--- src/rtl/displaymux_pkg.sv ---
// Shared constants and types for the seven-segment display source selector.
package displaymux_pkg;

  localparam int DIGIT_W       = 4;
  localparam int DWELL_DEFAULT = 50_000_000;

  typedef enum logic {
    MODE_MANUAL = 1'b0,
    MODE_AUTO   = 1'b1
  } mode_e;

endpackage

--- src/rtl/displaymux_auto_if.sv ---
// Control/data bundle between the display-mux driver and the selector block.
interface displaymux_auto_if
  import displaymux_pkg::*;
#(
  parameter int NUM_SRC = 4,
  parameter int DIGITS  = 8
);

  localparam int SEL_W = $clog2(NUM_SRC);

  logic [NUM_SRC*DIGITS*DIGIT_W-1:0] src_flat;
  logic [SEL_W-1:0]                  manual_sel;
  logic                              auto_en;
  logic                              freeze;
  logic                              blank_lz;
  logic [DIGITS*DIGIT_W-1:0]         digits_out;
  logic [DIGITS-1:0]                 digit_blank;
  logic [SEL_W-1:0]                  cur_sel;
  logic                              sel_change;

  modport master (
    output src_flat, manual_sel, auto_en, freeze, blank_lz,
    input  digits_out, digit_blank, cur_sel, sel_change
  );

  modport slave (
    input  src_flat, manual_sel, auto_en, freeze, blank_lz,
    output digits_out, digit_blank, cur_sel, sel_change
  );

endinterface

--- src/rtl/lz_blanker.sv ---
// Combinational leading-zero mask: digit i blanks when it and every digit above
// it are zero; digit 0 always stays lit so an all-zero word shows a single 0.
module lz_blanker
  import displaymux_pkg::*;
#(
  parameter int DIGITS = 8
) (
  input  logic [DIGITS*DIGIT_W-1:0] word,
  input  logic                      blank_lz,
  output logic [DIGITS-1:0]         blank_mask
);

  logic upper_zero;

  always_comb begin
    blank_mask = '0;
    upper_zero = 1'b1;
    for (int i = DIGITS - 1; i >= 1; i--) begin
      upper_zero    = upper_zero & (word[i*DIGIT_W +: DIGIT_W] == '0);
      blank_mask[i] = blank_lz & upper_zero;
    end
  end

endmodule

--- src/rtl/displaymux_auto.sv ---
// Picks one packed hex word for the display bank, manually or by dwell-timed
// rotation, and registers it with its leading-zero blank mask.
module displaymux_auto
  import displaymux_pkg::*;
#(
  parameter int NUM_SRC = 4,
  parameter int DIGITS  = 8,
  parameter int DWELL   = DWELL_DEFAULT
) (
  input  logic             clk,
  input  logic             resetn,
  displaymux_auto_if.slave bus
);

  localparam int SEL_W  = $clog2(NUM_SRC);
  localparam int WORD_W = DIGITS * DIGIT_W;
  localparam int CNT_W  = $clog2(DWELL);

  localparam logic [CNT_W-1:0] CNT_LAST = CNT_W'(DWELL - 1);
  localparam logic [SEL_W-1:0] SEL_LAST = SEL_W'(NUM_SRC - 1);

  mode_e              mode;
  logic [SEL_W-1:0]   cur_sel, sel_nxt;
  logic [CNT_W-1:0]   cnt, cnt_nxt;
  logic               sel_change;
  logic [WORD_W-1:0]  sel_word;
  logic [WORD_W-1:0]  digits_q;
  logic [DIGITS-1:0]  blank_mask, blank_q;

  assign sel_word = bus.src_flat[int'(cur_sel)*WORD_W +: WORD_W];

  lz_blanker #(.DIGITS(DIGITS)) u_lz_blanker (
    .word       (sel_word),
    .blank_lz   (bus.blank_lz),
    .blank_mask (blank_mask)
  );

  // Manual mode tracks manual_sel (out-of-range folds to 0) with the timer parked;
  // auto mode advances on terminal count unless frozen.
  always_comb begin
    mode    = bus.auto_en ? MODE_AUTO : MODE_MANUAL;
    sel_nxt = cur_sel;
    cnt_nxt = cnt;
    unique case (mode)
      MODE_MANUAL: begin
        cnt_nxt = '0;
        sel_nxt = (32'(bus.manual_sel) < NUM_SRC) ? bus.manual_sel : '0;
      end
      MODE_AUTO: begin
        if (!bus.freeze) begin
          if (cnt == CNT_LAST) begin
            cnt_nxt = '0;
            sel_nxt = (cur_sel == SEL_LAST) ? '0 : cur_sel + SEL_W'(1);
          end else begin
            cnt_nxt = cnt + CNT_W'(1);
          end
        end
      end
      default: begin
        cnt_nxt = '0;
        sel_nxt = '0;
      end
    endcase
  end

  always_ff @(posedge clk or negedge resetn) begin
    if (!resetn) begin
      cur_sel    <= '0;
      cnt        <= '0;
      sel_change <= 1'b0;
      digits_q   <= '0;
      blank_q    <= '0;
    end else begin
      cur_sel    <= sel_nxt;
      cnt        <= cnt_nxt;
      sel_change <= (sel_nxt != cur_sel);
      if (!bus.freeze) begin
        digits_q <= sel_word;
        blank_q  <= blank_mask;
      end
    end
  end

  assign bus.digits_out  = digits_q;
  assign bus.digit_blank = blank_q;
  assign bus.cur_sel     = cur_sel;
  assign bus.sel_change  = sel_change;

endmodule

--- src/flat_wrapper.sv ---
// flat-port wrapper written by rule: the top's interface ports become plain ports
module displaymux_auto_flat import displaymux_pkg::*;
#(
  parameter int NUM_SRC = 4,
  parameter int DIGITS  = 8,
  parameter int DWELL   = DWELL_DEFAULT
)
  (clk, resetn, bus_src_flat, bus_manual_sel, bus_auto_en, bus_freeze, bus_blank_lz, bus_digits_out, bus_digit_blank, bus_cur_sel, bus_sel_change);
  displaymux_auto_if #(.NUM_SRC(NUM_SRC), .DIGITS(DIGITS)) bus_i ();
  input  logic clk;
  input  logic resetn;
  input wire logic [$bits(bus_i.src_flat)-1:0] bus_src_flat;
  input wire logic [$bits(bus_i.manual_sel)-1:0] bus_manual_sel;
  input wire logic [$bits(bus_i.auto_en)-1:0] bus_auto_en;
  input wire logic [$bits(bus_i.freeze)-1:0] bus_freeze;
  input wire logic [$bits(bus_i.blank_lz)-1:0] bus_blank_lz;
  output wire logic [$bits(bus_i.digits_out)-1:0] bus_digits_out;
  output wire logic [$bits(bus_i.digit_blank)-1:0] bus_digit_blank;
  output wire logic [$bits(bus_i.cur_sel)-1:0] bus_cur_sel;
  output wire logic [$bits(bus_i.sel_change)-1:0] bus_sel_change;
  assign bus_i.src_flat = bus_src_flat;
  assign bus_i.manual_sel = bus_manual_sel;
  assign bus_i.auto_en = bus_auto_en;
  assign bus_i.freeze = bus_freeze;
  assign bus_i.blank_lz = bus_blank_lz;
  assign bus_digits_out = bus_i.digits_out;
  assign bus_digit_blank = bus_i.digit_blank;
  assign bus_cur_sel = bus_i.cur_sel;
  assign bus_sel_change = bus_i.sel_change;
  displaymux_auto #(.NUM_SRC(NUM_SRC), .DIGITS(DIGITS), .DWELL(DWELL)) u_core (.clk(clk), .resetn(resetn), .bus(bus_i));
endmodule
--- config.mk ---
export PLATFORM = sky130hd
export DESIGN_NAME = displaymux_auto_flat
export DESIGN_NICKNAME = d
export VERILOG_FILES = /design/src/rtl/displaymux_pkg.sv /design/src/rtl/displaymux_auto_if.sv /design/src/rtl/lz_blanker.sv /design/src/rtl/displaymux_auto.sv /design/src/flat_wrapper.sv
export SDC_FILE = /design/constraint.sdc
export NUM_CORES = 1
export LEC_CHECK = 0
export CAP_MARGIN = 20
export CORE_MARGIN = 3
export CORE_UTILIZATION = 38
export DETAILED_ROUTE_END_ITERATION = 6
export GPL_ROUTABILITY_DRIVEN = 0
export PLACE_DENSITY = 0.81
export SLEW_MARGIN = 20
export SYNTH_ARGS = -nofsm -noshare
export SYNTH_HDL_FRONTEND = slang
export SYNTH_SLANG_ARGS = --single-unit
--- constraint.sdc ---
create_clock -name clk -period 2 [get_ports clk]
set_input_delay 0.2 -clock clk [delete_from_list [all_inputs] [get_ports clk]]
set_output_delay 0.2 -clock clk [all_outputs]
set_load 0.05 [all_outputs]
==> Yosys cells after proc, flatten, opt, wreduce, memory -nomap -nowiden <==
Index checks and enable logic that the tools add are counted.
{ "totals": {"ramBits": 0, "rom_bits": 0, "elab_cells": 41, "out_inout_bits": 43, "latchBits": 0, "register_bits": 68, "in_bits": 135, "mem_count": 0} }
{ "op_classes": {"n_reduce_logical": 7, "magnitude_cmp": 0, "bitwise_logic": 14, "n_eq_ne": 4, "shifts": 1, "multipliers": 0, "div": 0, "add_sub_neg": 2, "muxes": 8} }
{ "ops": {"columns": ["operator", "count"], "rows": [
  ["variable part select 128 x 8 -> 32 bit", 1],
  ["2-to-1 mux 26 bit", 2],
  ["one-hot mux 26 bit (2 select lines)", 1],
  ["logical NOT 4 bit", 7],
  ["adder 26 x 1 -> 26 bit, second input constant", 1],
  ["equality test 26 bit, second input constant", 1],
  ["bitwise AND 1 bit", 13],
  ["2-to-1 mux 2 bit", 3],
  ["one-hot mux 2 bit (2 select lines)", 1],
  ["adder 2 x 1 -> 2 bit, second input constant", 1],
  ["equality test 2 bit, second input constant", 1],
  ["!= test 2 bit", 1],
  ["!= test 2 bit, second input constant", 1],
  ["2-to-1 mux 1 bit", 1],
  ["NOT 1 bit", 1]
]} }

==> Longest topological paths before layout <==
{ "logic_depth": {"ltp_word": 9, "depth_mapped": 7, "depth_no_buf": 5} }

==> Cells and area by module <==
From an unflattened synthesis, not the netlist that was laid out.
{ "hier_totals": {"hier_cells": 319, "area_unflattened_um2": 4015.1} }
{ "modules_own_cells": {"columns": ["module", "seq_area_each_um2", "area_each_um2", "cells_each", "n_inst"], "rows": [
  ["displaymux_auto", 1726.7, 3862.5, 300, 1],
  ["lz_blanker", 0.0, 152.6, 19, 1]
]} }

==> Worst setup path after synthesis <==
Ideal clock, no wire load.
{ "synth_timing": {"path_type": "register to register", "from": "register u_core.cur_sel[1], in the netlist u_core.bus.cur_sel[1]", "to": "register u_core.blank_q[1], in the netlist u_core.bus.digit_blank[1]", "arrival_time_ps": 2362, "path_stages_with_launch": 8, "setup_slack_ps": -466, "synth_period_minus_slack_ps": 2466, "setup_ps": 104, "n_path_buf": 3, "t_required_ps": 1896, "cell_sequence": "dfrtp_1 buf_2 buf_2 buf_1 mux4_2 nor3_1 nand2_1 o41ai_2"} }
{ "synth_between": {"elab_chain_len": 9, "word_cells_on_any_way": 15, "cone_classes": "1 x shift; 7 x bitwise; 7 x reduce/logical"} }
{ "synth_lines": {"columns": ["element", "line", "source"], "rows": [
  ["start: declaration", "displaymux_auto.sv:23", "logic [SEL_W-1:0] cur_sel, sel_nxt;"],
  ["start signal: assignment", "displaymux_auto.sv:74", "cur_sel <= sel_nxt;"],
  ["variable part select 128 x 8 -> 32 bit (*)", "displaymux_auto.sv:30", "assign sel_word = bus.src_flat[int'(cur_sel)*WORD_W +: WORD_W];"],
  ["logical NOT 4 bit", "lz_blanker.sv:19", "upper_zero = upper_zero & (word[i*DIGIT_W +: DIGIT_W] == '0);"],
  ["bitwise AND 1 bit (5 in a row)", "lz_blanker.sv:19", null],
  ["bitwise AND 1 bit (*)", "lz_blanker.sv:19", null],
  ["bitwise AND 1 bit (*)", "lz_blanker.sv:20", "blank_mask[i] = blank_lz & upper_zero;"],
  ["end signal: assignment", "displaymux_auto.sv:79", "blank_q <= blank_mask;"],
  ["end: declaration", "displaymux_auto.sv:28", "logic [DIGITS-1:0] blank_mask, blank_q;"]
]} }
Every way passes the cells marked *; elsewhere a longest branch is shown, timed or not.
A chain may end at the register's enable or synchronous reset.

==> Worst setup path after layout <==
{ "layout_timing": {"from": "register u_core.cur_sel[0], in the netlist u_core.bus.cur_sel[0]", "to": "register u_core.blank_q[1], in the netlist u_core.bus.digit_blank[1]"} }
The elaborated chain is that of the path after synthesis.

==> results.toml <==
[status]
status = "finished, violations left"
failed_checks = "setup timing"

[timing]
holdWs_ps = 377.8
final_max_slew_viol_count = 0
fin_crit_ps = 2217
finClkSkew_ps = 10.80
max_slew.worst_pin.slew_ps = 554.2
timing.final.crit_share_pct = 110.8
timing.slew.headroom_pct = 62.94
final_hold_fails = 0
clock.fmax_ghz = 0.4511
layout_setup_ws_ps = -216.8
grt_setup_unrepaired = "yes"
finalSetupViolCount = 5

[floorplan]
design.core.area_um2 = 10000
floorplan.io_pins = 178
floorplan.rows = 36
fp.dieH_um = 108.5
initial_utilization_pct = 39.93
design.die.area_um2 = 11770
die_width_um = 108.5

[drt]
post_drt_via_cell_ratio = 5.263
detailroute.via_count = 3889
drc = 0
met2WireLength_um = 6433
postRouteAntennaNets = 0
detail_route.wirelength_um = 12740
avgRoutedWirePerCell_um = 17.24
detail_route.iter0.violations = 219
routed.top_layer = "met4"
wl_met1_um = 4869
first_pass_iters = 4
met3_length_um = 1173

[clocking]
htree_num_levels = 3
cts_inserted_buffers = 9
clk_latency_ps = 340
clkTransAtPathRegs_ps = 80
cts.sink_count = 68
tritoncts = "built"
clockRootBuffer = "clkbuf_8"
clk_path_buf_depth = 2

[critical_path]
cpPeakStageDelay_ps = 560
critPathCapture = "u_core.bus.digit_blank[1]"
end_kind = "register"
critPathArrivalTime_ps = 2450
path_delay_family = "multiplexers"
critPathMaxFanout = 9
worstReg2RegEnd = "u_core.bus.digit_blank[1]"
path_depth = 5
r2r-start = "u_core.bus.cur_sel[0]"
timing.critical_path.from = "u_core.bus.cur_sel[0]"
worstPathBufferInverterCount = 2
worstPathCellList = "buf_12 -> buf_16 -> mux4_2 -> or4_4 -> o41ai_2"
reg2reg_setup_slack_ps = -220
cp_slowest_cell = "mux4_2"
worst-endpoint-required_ps = 2230
worstSetupStartpointType = "register"
type_of_the_worst_setup_path = "reg2reg"
worst_r2r_path_depth = 5

[job]
drv_cap = 0

[synth]
synthDistinctLibCells = 48
ys_seq_elements = 68
syn-cell-area_um2 = 3993
synth_edf_count = 0
netlist_top_cells_area = "dfrtp_1, mux4_2, nand2_1, xnor2_1, nor2_1"
synth.yosys.warnings = 0
netlist_top_cells_count = "nand2_1, dfrtp_1, mux4_2, nor2_1, nand3_1"
avgSynthCellArea_um2 = 10.11
synth_most_common_cell = "nand2_1"
synth.largest_area_cell = "dfrtp_1"
synth_fp_nets = 532
seq_area_frac_synth_pct = 42.62
synthesis.instances = 395
ys_async_sr_fraction_pct = 100.0
ys_dominant_reg_cell = "dfrtp_1"
synth.top_cell.area_share_pct = 42.62

[power]
worst_ir_drop_vdd_uv = 392.1
leakage_power_total_uw = 0.002756
power-per-cell-area_nw_per_um2 = 626.8

[final_layout]
drive_above_1_share_pct = 17.99
num_antenna_cells = 0
fin_nets = 739
flow.area_growth_from_synthesis_pct = 62.90
num-fill-cells = 796
postLayoutCoreUtil_pct = 65.04
postLayoutCellArea_um2 = 6504

[global_route]
grt_pass1_wl_um = 19940
vias_in_the_first_global_route = 3959
antenna_found_initial = 0
grt.total_usage_pct = 21.83
overflow = 0
largest_net_degree_at_the_start_of_global_routing = 69

[place]
detailedPlacementHpwl_um = 9615
place.port_buffers = 176
postPlaceCellArea_um2 = 6070

[min_path]
hold_path_class = "in2reg"
[through the flow]
stage / power [µW] / instances / TNS (ps) / setup WS [ps]
3_5_place_dp: 3005 / 705 / -876.8 / -288.1
6_report: 4077 / 739 / -645.6 / -216.8
2_1_floorplan: 2346 / 395 / -508.6 / -259.4
4_1_cts: 4070 / 726 / -456.9 / -178.7
5_1_grt: 4261 / 739 / -1210 / -258.7
3_3_place_gp: 2976 / 705 / -687.2 / -240.0
[per-layer routing]
layer / track usage [%] / vias to the layer above
li1: - / 1809
met1: 26.63 / 1885
met4: 7.845 / 0
met3: 4.955 / 26
met2: 37.82 / 169
met5: 0 / -
[logic make-up after synthesis]
kind of cell             count (synthesis)  synth area share [%]
AO/OA/AOI/OAI                           33                 5.547
XOR/XNOR                                20                 4.387
adder cells (fa/ha/maj)                  2                0.6267
buffers and inverters                   31                 3.792
flip-flops                              68                 42.62
multiplexers                            37                 19.24
other                                    1               0.09392
AND/OR/NAND/NOR                        203                 23.69
[layout make-up]
cell class | instances | area [µm²] | area share (%)
clock buffer | 13 | 158.9 | 2.443
inverter | 6 | 22.52 | 0.3463
clock inverter | 2 | 10.01 | 0.1539
sequential | 68 | 1704 | 26.20
multi-input combinational | 296 | 2193 | 33.72
tap | 133 | 166.4 | 2.559
timing repair buffer | 221 | 2248 | 34.57
[worst min path at each step]
stage / startpoint / end / slack, ps / cells past startpoint
after CTS: bus_freeze / u_core.bus.digits_out[0] / 360 / 4
final: bus_freeze / u_core.bus.digits_out[10] / 380 / 4
after global routing: bus_freeze / u_core.bus.digits_out[1] / 400 / 4
after detailed placement: resetn / u_core.bus.digits_out[2] / 250 / 2
after global placement: resetn / u_core.bus.digits_out[0] / 240 / 2
after floorplan: resetn / u_core.bus.cur_sel[0] / -100 / 0
[worst reg2reg max path: cells and delay by family, from the launching register on]
kind                   cells  cell delay, ps
AO/OA/AOI/OAI              1             340
flip-flops                 1             400
multiplexers               1             570
buffers and inverters      2             280
AND/OR/NAND/NOR            1             530
[power breakdown]
group / switching, µW / leakage (µW) / internal [µW] / total [µW]
combinational: 783 / 0.00178 / 740 / 1520
clock: 496 / 0.0000893 / 508 / 1000
sequential: 69.0 / 0.000882 / 1480 / 1550
[cell usage in the layout, fill, tap and decap left out, types with 3 or more instances in the layout]
cell and n:
a21boi_0 4, a21oi_1 5, and2_1 5, and3_1 4, buf_12 9, buf_4 32
buf_6 3, clkbuf_8 11, clkdlybuf4s50_1 172, dfrtp_1 66, inv_1 6, mux2i_1 4
mux4_2 30, nand2_1 118, nand3_1 15, nand4_1 4, nor2_1 25, nor3_1 5
nor4_1 10, nor4_4 3, o21ai_0 6, o21ai_2 4, o22ai_1 4, or3_1 3
xnor2_1 14, xor2_1 6
[state kept, by name, indices dropped and copies added (netlist names)]
signal,flops
u_core.bus.cur_sel,2
u_core.cnt,26
u_core.bus.digits_out,32
u_core.bus.digit_blank,7
u_core.bus.sel_change,1
[timing repair]
action	4_1_cts	5_1_grt
endpoints found under the hold margin	68	0
gates resized for setup	6	11
setup endpoints to repair	5	21
hold buffers	1	0
cloned	1	1
buffers inserted	4	13
pin swaps	2	9
Power figures use the tool's default switching activity.
